[config.mk]
export PLATFORM = sky130hd
export DESIGN_NAME = rect_skey_pingpong
export DESIGN_NICKNAME = d
export VERILOG_FILES = /design/src/rtl/rect_skey_pkg.sv /design/src/rtl/rect_skey_bank.sv /design/src/rtl/rect_skey_pingpong.sv
export SDC_FILE = /design/constraint.sdc
export NUM_CORES = 2
export LEC_CHECK = 0
export ABC_AREA = 1
export BUFFER_PORTS_ARGS = -buffer_cell sky130_fd_sc_hd__buf_2
export CORE_MARGIN = 2
export CORE_UTILIZATION = 63
export CTS_CLUSTER_DIAMETER = 100
export CTS_CLUSTER_SIZE = 10
export DETAILED_ROUTE_END_ITERATION = 10
export PLACE_DENSITY = 0.79
export SLEW_MARGIN = 20
export SYNTH_ARGS = -nofsm -noshare
export SYNTH_HDL_FRONTEND = slang
export SYNTH_SLANG_ARGS = --single-unit
[constraint.sdc]
create_clock -name Clk -period 6.2 [get_ports Clk]
set_clock_uncertainty 0.2 [all_clocks]
set_input_delay 1.24 -clock Clk [delete_from_list [all_inputs] [get_ports Clk]]
set_output_delay 1.24 -clock Clk [all_outputs]
set_load 0.1 [all_outputs]
[src/rtl/rect_skey_pkg.sv]
`default_nettype none
// ============================================================================
// Module  : rect_skey_pkg
// Purpose : Shared definitions for the RECTANGLE/Blowfish round-key store.
//           Default subkey geometry, bank-select encoding and a constant
//           ceil(log2) helper used to size address ports.
// Ports   : none (package)
// Rev     : 1.0  initial release
// ============================================================================
package rect_skey_pkg;

  // RECTANGLE-128 runs 25 rounds plus a final whitening key.
  localparam int RECTANGLE128_NKEYS = 26;
  localparam int DEF_KEY_W          = 64;
  localparam int DEF_NKEYS          = RECTANGLE128_NKEYS;

  // Which physical bank the cipher core is currently reading.
  typedef enum logic {
    BANK0 = 1'b0,
    BANK1 = 1'b1
  } bank_sel_e;

  // Constant ceil(log2(n)), never less than 1 so a port width is always legal.
  function automatic int clog2(input int n);
    int r;
    int v;
    r = 0;
    v = n - 1;
    while (v > 0) begin
      r = r + 1;
      v = v >> 1;
    end
    if (r == 0) r = 1;
    return r;
  endfunction

endpackage : rect_skey_pkg
`default_nettype wire

[src/rtl/rect_skey_bank.sv]
`default_nettype none
// ============================================================================
// Module  : rect_skey_bank
// Purpose : One round-key bank: NKEYS x KEY_W storage, per-entry fill bitmap
//           and a bank-valid flag. Storage has no reset so it can map to RAM;
//           only the bookkeeping flops are reset.
// Ports   : clk, rst        clock, asynchronous active-high reset
//           we/waddr/wdata  write port (caller guarantees bank is shadow)
//           bmp_clr         clear the whole fill bitmap
//           valid_set/clr   set / clear the bank-valid flag (clear wins)
//           raddr/rdata     combinational read port
//           full            every entry has been written since last clear
//           valid           bank holds a complete, published key set
// Rev     : 1.0  initial release
// ============================================================================
module rect_skey_bank
  import rect_skey_pkg::*;
#(
  parameter int KEY_W = DEF_KEY_W,
  parameter int NKEYS = DEF_NKEYS,
  parameter int AW    = clog2(DEF_NKEYS)
) (
  input  logic             clk,
  input  logic             rst,
  input  logic             we,
  input  logic [AW-1:0]    waddr,
  input  logic [KEY_W-1:0] wdata,
  input  logic             bmp_clr,
  input  logic             valid_set,
  input  logic             valid_clr,
  input  logic [AW-1:0]    raddr,
  output logic [KEY_W-1:0] rdata,
  output logic             full,
  output logic             valid
);

  localparam logic [AW:0] NK_EXT = (AW+1)'(NKEYS);

  logic [KEY_W-1:0] mem [NKEYS];
  logic [NKEYS-1:0] bitmap;
  logic             waddr_ok;
  logic             raddr_ok;

  // Extra top bit keeps the compare correct when NKEYS == 2**AW.
  assign waddr_ok = ({1'b0, waddr} < NK_EXT);
  assign raddr_ok = ({1'b0, raddr} < NK_EXT);

  always_ff @(posedge clk) begin
    if (we && waddr_ok) begin
      mem[waddr] <= wdata;
    end
  end

  // A clear in the same cycle as a write wins: the aborted fill must not
  // leave a stray bit behind.
  always_ff @(posedge clk or posedge rst) begin
    if (rst) begin
      bitmap <= '0;
    end else if (bmp_clr) begin
      bitmap <= '0;
    end else if (we && waddr_ok) begin
      bitmap[waddr] <= 1'b1;
    end
  end

  always_ff @(posedge clk or posedge rst) begin
    if (rst) begin
      valid <= 1'b0;
    end else if (valid_clr) begin
      valid <= 1'b0;
    end else if (valid_set) begin
      valid <= 1'b1;
    end
  end

  assign full  = &bitmap;
  assign rdata = raddr_ok ? mem[raddr] : '0;

endmodule : rect_skey_bank
`default_nettype wire

[src/rtl/rect_skey_pingpong.sv]
`default_nettype none
// ============================================================================
// Module  : rect_skey_pingpong
// Purpose : Double-buffered round-key store. The key scheduler fills the
//           shadow bank while the cipher core reads the active bank; a full
//           shadow bank is published by swapping banks when the core is idle
//           (or immediately if no key set is active yet).
// Ports   : Clk          clock
//           flush        asynchronous active-high reset
//           WE/WAddr/KeyIn  shadow-bank write port
//           wr_abort     discard the partial shadow fill
//           core_idle    core between blocks, swap allowed
//           RE/RAddr/dec read request; dec reverses the round order
//           KeyOut/KeyValid  registered read data, one cycle after RE
//           skey_ready   active bank holds a complete key set
//           shadow_full  all shadow entries written
//           swap_pulse   one-cycle pulse after a bank swap
//           werr         one-cycle pulse after a write to an illegal index
// Rev     : 1.0  initial release
// ============================================================================
module rect_skey_pingpong
  import rect_skey_pkg::*;
#(
  parameter int KEY_W = DEF_KEY_W,
  parameter int NKEYS = DEF_NKEYS,
  parameter int AW    = clog2(DEF_NKEYS)
) (
  input  logic             Clk,
  input  logic             flush,
  input  logic             WE,
  input  logic [AW-1:0]    WAddr,
  input  logic [KEY_W-1:0] KeyIn,
  input  logic             wr_abort,
  input  logic             core_idle,
  input  logic             RE,
  input  logic [AW-1:0]    RAddr,
  input  logic             dec,
  output logic [KEY_W-1:0] KeyOut,
  output logic             KeyValid,
  output logic             skey_ready,
  output logic             shadow_full,
  output logic             swap_pulse,
  output logic             werr
);

  localparam logic [AW:0]   NK_EXT = (AW+1)'(NKEYS);
  localparam logic [AW-1:0] NK_M1  = AW'(NKEYS - 1);

  bank_sel_e        act_sel;
  logic             act_bit;
  logic             waddr_ok;
  logic             raddr_ok;
  logic             wr_ok;
  logic             swap;
  logic             read_ok;
  logic [AW-1:0]    phys_idx;
  logic [KEY_W-1:0] act_rdata;
  logic [1:0]       bank_full;
  logic [1:0]       bank_valid;
  logic [KEY_W-1:0] bank_rdata [2];

  assign act_bit  = act_sel;
  assign waddr_ok = ({1'b0, WAddr} < NK_EXT);
  assign raddr_ok = ({1'b0, RAddr} < NK_EXT);

  // Abort outranks a same-cycle write so the shadow really ends up empty.
  assign wr_ok = WE && waddr_ok && !wr_abort;

  // Decrypt walks the schedule backwards. Wraps mod 2**AW, but any RAddr
  // that would go negative is already rejected by raddr_ok.
  assign phys_idx = dec ? (NK_M1 - RAddr) : RAddr;

  assign shadow_full = act_bit ? bank_full[0]  : bank_full[1];
  assign skey_ready  = act_bit ? bank_valid[1] : bank_valid[0];
  assign act_rdata   = act_bit ? bank_rdata[1] : bank_rdata[0];

  // Hold the swap off while the scheduler is still touching the shadow bank.
  // With no active key set there is nothing to protect, so core_idle is
  // not needed for the first load.
  assign swap = shadow_full && !WE && !wr_abort && (core_idle || !skey_ready);

  // The valid gate keeps stale or never-written storage off KeyOut.
  assign read_ok = RE && raddr_ok && skey_ready;

  for (genvar b = 0; b < 2; b++) begin : g_bank
    logic is_act;
    assign is_act = (act_bit == 1'(b));

    // On a swap the outgoing active bank becomes the new shadow, so its
    // bitmap and valid flag are cleared in the same edge.
    rect_skey_bank #(
      .KEY_W (KEY_W),
      .NKEYS (NKEYS),
      .AW    (AW)
    ) u_bank (
      .clk       (Clk),
      .rst       (flush),
      .we        (wr_ok && !is_act),
      .waddr     (WAddr),
      .wdata     (KeyIn),
      .bmp_clr   ((wr_abort && !is_act) || (swap && is_act)),
      .valid_set (swap && !is_act),
      .valid_clr (swap && is_act),
      .raddr     (phys_idx),
      .rdata     (bank_rdata[b]),
      .full      (bank_full[b]),
      .valid     (bank_valid[b])
    );
  end

  always_ff @(posedge Clk or posedge flush) begin
    if (flush) begin
      act_sel    <= BANK0;
      swap_pulse <= 1'b0;
      werr       <= 1'b0;
      KeyValid   <= 1'b0;
      KeyOut     <= '0;
    end else begin
      swap_pulse <= swap;
      werr       <= WE && !waddr_ok;
      if (swap) begin
        act_sel <= bank_sel_e'(~act_bit);
      end
      // Reads in the swap cycle still see the pre-swap bank because
      // act_sel only changes at this same edge.
      KeyValid <= read_ok;
      if (RE) begin
        KeyOut <= read_ok ? act_rdata : '0;
      end
    end
  end

endmodule : rect_skey_pingpong
`default_nettype wire
==> results by group <==
Outcome
  – Status: finished clean

Drt
  – Post-DR wirelength/cell: 29.5 um
  – Residual DRC: 0
  – ANT nets after route: 0
  – DRT Pass-1 Iters: 9
  – Total length of routed wires: 448000 um
  – Initial DRC count: 18947
  – DR vias: 101549
  – Vias per cell: 6.69

Logic synthesis
  – Top-count cell post-synth: nand2_1
  – Netlist Area Pre-Place: 139000 um^2
  – Synth cell count leaders: nand2_1 (3941), edfxtp_1 (3328), nand3_1 (3101), clkbuf_1 (379), buf_2 (330)
  – Ys Warns: 0
  – Syn Inst Count: 11920
  – Area share of the largest cell type after synthesis: 71.7%
  – Avg Cell Area, Syn: 11.7 um^2
  – Area contributors post-synth: edfxtp_1 (72%), nand3_1 (11%), nand2_1 (11%)
  – Number of distinct library cells after synthesis: 29
  – Post-synth EDFFs: 3328
  – Cell taking the most area after synthesis: edfxtp_1
  – FFs w/ async S/R, synth: 3.54%
  – Primary FF master, synth: edfxtp_1
  – Net Count, Synth: 12002
  – Synthesized flop and latch total: 3450
  – Register area share after synthesis: 73.9%

Setup path
  – R2R Path Start: act_bit
  – Critical path arrival: 3.14 ns
  – FF-to-FF path depth: 8
  – Most frequent CP cell: nand2_1
  – CP Max Fanout: 2
  – CP max-delay cell: nor4_1
  – R2R Path End: g_bank[1].u_bank.mem[19][51]
  – CP Launch Type: register
  – CP Cell Sequence: nand4_1 > nor4_1 > nand2_1 > nand2_1 > buf_2
  – Setup Crit Path Kind: register to primary output
  – Reg2reg setup slack: 2.34 ns
  – Slowest cell delay on critical path: 0.84 ns
  – Crit. End Element: primary output
  – Worst path required time: 4.76 ns

Placed design
  – Cell Area, Placed: 144000 um^2
  – Detailed Place HPWL: 213000 um
  – # port buffers: 149
  – Final GP Congestion: 0.858
  – Post-place setup slack: 1.48 ns

Clock tree
  – Post-CTS sizing: 0
  – Clock Latency Late Sink: 0.98 ns
  – Worst-path clk slew: 0.05 ns
  – Number of buffers created by CTS: 394
  – # H-tree levels: 5
  – Hold_buf cts: 0
  – Clock root buffer master: clkbuf_16
  – Max clock buf depth: 4
  – CTS tree: yes
  – Clk sinks: 3450
  – Post-CTS Setup Inserts: 0

Power and ir drop
  – Clock power frac: 41.3%
  – Power Density: 322 nW/um^2
  – Switching share of power: 23.1%
  – Leak: 56.5 nW
  – Seq pwr share: 51.2%
  – Worst vdd rail ir drop: 0.000313 V
  – Comb power frac: 7.5%
  – Sw Pwr: 11.6 mW
  – Pint: 38.4 mW
  – Overall Power: 50.0 mW

Job
  – Max-Cap Viols: 0

STA
  – Slew Limit Fails: 0
  – Slew at the pin closest to its max-slew limit: 1.26 ns
  – Part of the cycle the worst path needs: 73.8%
  – Headroom to the max-slew limit: 15.8%
  – Peak Freq: 219 MHz
  – Final worst setup slack: 1.62 ns
  – Post-route minimum period: 4.58 ns
  – Final hold violations: 0
  – Post-route setup TNS: 0 ns
  – RSZ-0062 raised after global routing: false
  – Final setup vio count: 0

Die
  – # IOs: 150
  – Die Ht: 474 um
  – Die Wd: 474 um
  – Core area: 220000 um^2
  – # rows: 172
  – Initial core utilization: 63.4%
  – Die footprint: 225000 um^2

Layout
  – Post-route cell area: 155000 um^2
  – Area grow syn2layout: 11.4%
  – Layout cells sized above 1: 7.18%
  – Final Net Count: 12012

Global routing
  – Grt ovf: 0
  – Number of global-route vias before repair: 98140
  – Initial antenna violation count: 39
  – Largest net degree at the start of global routing: 163
  – Aggregate global-route resource usage: 39.5%
  – First-pass GRT wire length: 641000 um

Min path
  – Hold Path Class: primary input to async pin
==> per-layer routing <==
metal	GRT usage [%]	vias up	routed length, um
li1	-	41766	-
met1	51.0	47824	140000
met2	57.9	9780	194000
met3	12.3	2155	77900
met4	26.6	24	35100
met5	0.324	-	222
==> critical path, delay by kind of cell, from the launching register on <==
| kind | cells | cell delay (ns) |
|---|---|---|
| buffers and inverters | 1 | 0.44 |
| AND/OR/NAND/NOR | 4 | 1.39 |
| flip-flops | 1 | 0.35 |
==> stage by stage <==
stage	instances	hold WS, ns	util, %
2_1_floorplan	11920	0.234	-
3_3_place_gp	14492	0.252	65.6
3_5_place_dp	14492	0.260	65.6
4_1_cts	15153	0.239	70.6
5_1_grt	15169	0.284	70.7
6_report	15177	0.228	70.7
==> how the worst max path moves through the flow <==
stage / startpoint / to / slack (ns) / cells past startpoint
detailed placement: dec / KeyOut[18] / 1.48 / 16
global route: g_bank[0].u_bank.bitmap[6] / shadow_full / 1.70 / 5
floorplan: WAddr[1] / g_bank[0].u_bank.mem[10][0] / 0.72 / 6
finish: g_bank[0].u_bank.bitmap[6] / shadow_full / 1.62 / 5
CTS: g_bank[0].u_bank.bitmap[7] / shadow_full / 1.66 / 5
global placement: dec / KeyOut[14] / 1.46 / 15
==> registers in the layout, indices dropped and copies added (netlist names) <==
name                  cells
KeyValid                  1
g_bank.u_bank.valid       2
swap_pulse                1
KeyOut                   64
g_bank.u_bank.bitmap     52
werr                      1
g_bank.u_bank.mem      3328
act_bit                   1
==> cells in the final DEF, fill, tap and decap left out, types with 2 or more instances in the layout <==
cell type  count
xor2_4         2
a21oi_1       49
buf_4        141
nor2_4        52
inv_1        257
nand3_1     3101
edfxtp_1    3328
or2_1         17
inv_2          4
inv_6          4
nor4_1         2
o21ai_4        2
inv_8          4
clkbuf_16    400
nor3_1         5
or2_0         16
diode_2       24
inv_16         2
o21ai_1       29
buf_12       102
dfrtp_1      121
nor2_1       179
nand4_1       12
nand2_1     3941
buf_2        148
o21ai_0        6
clkinv_8       3
clkbuf_1     253
nand2_8        4
==> power groups by stage <==
stage | combinational [mW] | sequential [mW] | clock, mW
4_1_cts | 3.62 | 25.6 | 20.6
6_report | 3.75 | 25.6 | 20.6
2_1_floorplan | 2.22 | 26.1 | 0
3_5_place_dp | 3.57 | 26.1 | 0
5_1_grt | 3.98 | 25.6 | 21.5
3_3_place_gp | 3.47 | 26.1 | 0
==> area by class of cell <==
type	count	area [um^2]
Sequential cell	3450	103000
Fill cell	13860	64500
Multi-Input combinational cell	7424	32500
Clock buffer	653	11000
Timing Repair Buffer	392	3860
Tap cell	2958	3700
Inverter	268	1040
Clock inverter	8	115
Antenna cell	24	60.1
==> logic make-up after synthesis <==
logic type               share of synthesized area, %
AND/OR/NAND/NOR                                  22.6
flip-flops                                       73.9
buffers and inverters                            3.14
AO/OA/AOI/OAI                                   0.328
XOR/XNOR                                       0.0126
adder cells (fa/ha/maj)                       0.00897
(Power assumes the default switching activity.)
